## src/rtl/count_m10.sv

```systemverilog
// Free-running modulo-MODULUS counter with terminal-count flag, wrap pulse,
// wrap counter and seven-segment decode of the current value.
module count_m10 #(
    parameter int unsigned MODULUS    = 10,
    parameter int unsigned WIDTH      = 4,
    parameter int unsigned WRAP_WIDTH = 8
) (
    input  logic                  clk,
    input  logic                  rst,
    output logic [WIDTH-1:0]      counter_value,
    output logic                  terminal_count,
    output logic                  wrap_pulse,
    output logic [WRAP_WIDTH-1:0] wrap_count,
    output logic [6:0]            seg7
);

    localparam logic [WIDTH-1:0] LastValue = WIDTH'(MODULUS - 1);

    logic [WIDTH-1:0]      count_q, count_d;
    logic                  pulse_q, pulse_d;
    logic [WRAP_WIDTH-1:0] wraps_q, wraps_d;
    logic                  at_top;
    logic [31:0]           count_ext;

    // Anything at or beyond the last legal value returns to zero.
    assign at_top = (count_q >= LastValue);

    always_comb begin
        count_d = count_q + WIDTH'(1);
        pulse_d = 1'b0;
        wraps_d = wraps_q;
        if (at_top) begin
            count_d = '0;
            pulse_d = 1'b1;
            wraps_d = wraps_q + WRAP_WIDTH'(1);
        end
    end

    always_ff @(posedge clk or negedge rst) begin
        if (!rst) begin
            count_q <= '0;
            pulse_q <= 1'b0;
            wraps_q <= '0;
        end else begin
            count_q <= count_d;
            pulse_q <= pulse_d;
            wraps_q <= wraps_d;
        end
    end

    assign counter_value  = count_q;
    assign terminal_count = (count_q == LastValue);
    assign wrap_pulse     = pulse_q;
    assign wrap_count     = wraps_q;
    assign count_ext      = 32'(count_q);

    always_comb begin
        seg7 = 7'h00;
        case (count_ext)
            32'd0:   seg7 = 7'h3F;
            32'd1:   seg7 = 7'h06;
            32'd2:   seg7 = 7'h5B;
            32'd3:   seg7 = 7'h4F;
            32'd4:   seg7 = 7'h66;
            32'd5:   seg7 = 7'h6D;
            32'd6:   seg7 = 7'h7D;
            32'd7:   seg7 = 7'h07;
            32'd8:   seg7 = 7'h7F;
            32'd9:   seg7 = 7'h6F;
            32'd10:  seg7 = 7'h77;
            32'd11:  seg7 = 7'h7C;
            32'd12:  seg7 = 7'h39;
            32'd13:  seg7 = 7'h5E;
            32'd14:  seg7 = 7'h79;
            32'd15:  seg7 = 7'h71;
            default: seg7 = 7'h00;
        endcase
    end

endmodule

```

## config.mk

```make
export PLATFORM = sky130hd
export DESIGN_NAME = count_m10
export DESIGN_NICKNAME = d
export VERILOG_FILES = /design/src/rtl/count_m10.sv
export SDC_FILE = /design/constraint.sdc
export NUM_CORES = 1
export LEC_CHECK = 0
export ABC_AREA = 1
export CAP_MARGIN = 30
export CORE_MARGIN = 2
export CORE_UTILIZATION = 41
export CTS_BUF_LIST = sky130_fd_sc_hd__clkbuf_8
export DETAILED_ROUTE_END_ITERATION = 8
export PLACE_DENSITY = 0.82
export SYNTH_ARGS = -nofsm -noshare
export SYNTH_HDL_FRONTEND = slang
export SYNTH_SLANG_ARGS = --single-unit
```

## constraint.sdc

```tcl
create_clock -name clk -period 1.36 [get_ports clk]
set_input_delay 0.136 -clock clk [delete_from_list [all_inputs] [get_ports clk]]
set_output_delay 0.136 -clock clk [all_outputs]
set_load 0.02 [all_outputs]
```

==> impl_metrics.ini <==
[timing]
layout_min_cycle_time_ns = 1.57
maxSlewHeadroom = 0.798
setup_slack_ns = -0.214
fmax_mhz = 635
hold_viol = 0
rsz0062_at_grt = yes
worstMarginPinSlew_ns = 0.301
holdWs_ns = 0.185
final-setup-viol-count = 19
skew_ns = 0.00503
maxSlewViolCount = 0
post-route-period-util = 1.16

[global_routing]
use_met3 = 0.0179
antenna_found_initial = 0
busiest_layer = met2
grt_pass1_vias = 882
met2_usage = 0.327
overflow = 0
grtUsageMet1 = 0.219
grt_usage = 0.187
grt_max_degree = 14
grt_pass1_wl_mm = 3.60

[die]
die-area_mm2 = 0.00255
dieWidth_um = 50.5
io_pins = 23
core_area_mm2 = 0.00200
die_h_um = 50.5
num_rows = 16
start_util = 0.443

[placement]
dpl_worst_slack_ns = -0.432
place.gp.congestion = 0.882
dpl_cell_area_mm2 = 0.00128
numPortBuffers = 22
hpwl_mm = 1.56

[synthesis]
synth.area.top_cells = dfrtp_1 (37%), ha_1 (13%), nand2_1 (13%)
synthTopCellsByCount = nand2_1 (30), inv_1 (16), dfrtp_1 (13), nor2_1 (13), ha_1 (9)
syn-cell-area_um2 = 886
synth-edff-count = 0
ys.flop_type = dfrtp_1
syn_avg_cell_area_um2 = 7.91
synth_cell_types = 23
synth_top_area_frac = 0.367
yosysMostFrequentCell = nand2_1
syn_nets = 123
async_flop_share = 1.00
synth_top_area_cell = dfrtp_1
syn_inst = 112
synth_seq_cells = 13
ys_seq_area_frac = 0.367
yosys_warnings = 0

[finish]
design_area_mm2 = 0.00149
area_growth_pct = 68.6
final_nets = 173
n_antenna_cell = 0
drive_above_1_share = 0.429

[routing]
drtAntennaViolNets = 0
vias = 910
drc = 0
drtPass1Iterations = 4
avgRoutedWirePerCell_um = 12.4
drt-initial-drc-count = 13
viasPerCell = 4.84
drt-total-wl_mm = 2.33

[status]
status = finished with violations
failed_checks = setup timing

[clocking]
htreeDepth = 1
cts.sinks = 13
cts_root_buffer = clkbuf_8
cts_tree = built
clockBufferDepth = 2
hold_buffers = 0
cts.reportedPaths.clkPinSlew_ns = 0.06
insertion_delay_ns = 0.25
cts_buffers = 3

[power_and_ir_drop]
leakage_nw = 0.744
power_density_mw_per_mm2 = 492
ir_worst_vdd_uv = 769

[setup_path]
end_kind = primary output
crit_fanout = 6
critPathKind = reg -> out
reg2reg_from = counter_value[1]
critPathLaunch = counter_value[1]
cp.arrival_ns = 1.44
reg2reg_depth = 9
start_kind = register
ff2ff_setup_slack_ns = -0.14
r2r-end = wrap_count[3]
crit_end = seg7[3]
cp_data_required_time_ns = 1.22

[worst_hold_path]
hp-class = in -> async

[run]
drv_cap = 0
[metrics by stage]
step	utilization	total power [W]	instances	TNS, ns
floorplan	-	0.000394	112	-0.0151
global placement	0.641	0.000406	176	-3.60
detailed placement	0.641	0.000406	176	-4.19
CTS	0.672	0.000744	182	-2.50
global route	0.746	0.000760	188	-3.29
finish	0.746	0.000735	188	-1.84
[layer usage]
| layer | share of wire | routed length (µm) | vias to the layer above |
|---|---|---|---|
| li1 | - | - | 449 |
| met4 | 0.023 | 53 | 0 |
| met2 | 0.54 | 1240 | 33 |
| met5 | 0 | 0 | - |
| met1 | 0.40 | 929 | 424 |
| met3 | 0.042 | 98 | 4 |
[registers in the layout (all words and copies together), names as in the netlist]
name           cells
wrap_count         8
wrap_pulse         1
counter_value      4
[power breakdown]
group	switching [W]	internal [W]
clock	0.000137	0.000199
combinational	0.00000727	0.00000441
sequential	0	0.000387
total	0.000144	0.000591
[placed cells by master (no fill, tap or decap), drive strengths merged]
| cell type | n |
|---|---|
| nand2 | 34 |
| buf | 32 |
| inv | 18 |
| dfrtp | 13 |
| nor2 | 13 |
| dlygate4sd2 | 12 |
| ha | 9 |
| nand3 | 7 |
| o21ai | 4 |
| a21oi | 3 |
| clkbuf | 3 |
| a32oi | 2 |
| xnor2 | 2 |
| xor2 | 2 |
| clkdlybuf4s50 | 2 |
| o211a | 1 |
| a31oi | 1 |
| o211ai | 1 |
| nor3 | 1 |
| nand3b | 1 |
[worst min path at each step]
| stage | from | slack (ns) | to |
|---|---|---|---|
| floorplan | rst | -0.16 | counter_value[0] |
| global placement | rst | 0.46 | wrap_count[5] |
| detailed placement | rst | 0.46 | wrap_count[4] |
| CTS | rst | 0.19 | wrap_count[5] |
| global route | rst | 0.22 | wrap_count[5] |
| finish | rst | 0.19 | wrap_count[5] |
[final cells by class]
cell class / count / area (µm²)
Fill cell: 154 / 508
Sequential cell: 13 / 329
Inverter: 17 / 73.8
Clock buffer: 3 / 41.3
Tap cell: 27 / 33.8
Clock inverter: 1 / 3.75
Multi-Input combinational cell: 81 / 611
Timing Repair Buffer: 46 / 402
[worst max-delay path, stage by stage (launching register included)]
cell	delay (ns)
dfrtp_2	0.42
inv_4	0.06
ha_4	0.26
inv_2	0.04
o21ai_4	0.13
a21oi_2	0.05
nor2_2	0.11
buf_6	0.12
[cell families after synthesis]
logic type | share of synthesized area
AND/OR/NAND/NOR | 0.273
buffers and inverters | 0.107
flip-flops | 0.367
AO/OA/AOI/OAI | 0.0862
adder cells (fa/ha/maj) | 0.127
XOR/XNOR | 0.0396
[what timing repair did]
action / in CTS / in global routing
pin swaps: 3 / 5
gates resized for setup: 60 / 25
endpoints found under the setup margin: 33 / 21
cloned: 0 / 1
buffers inserted: 2 / 5
No activity file was read; power rests on OpenSTA's default activity.
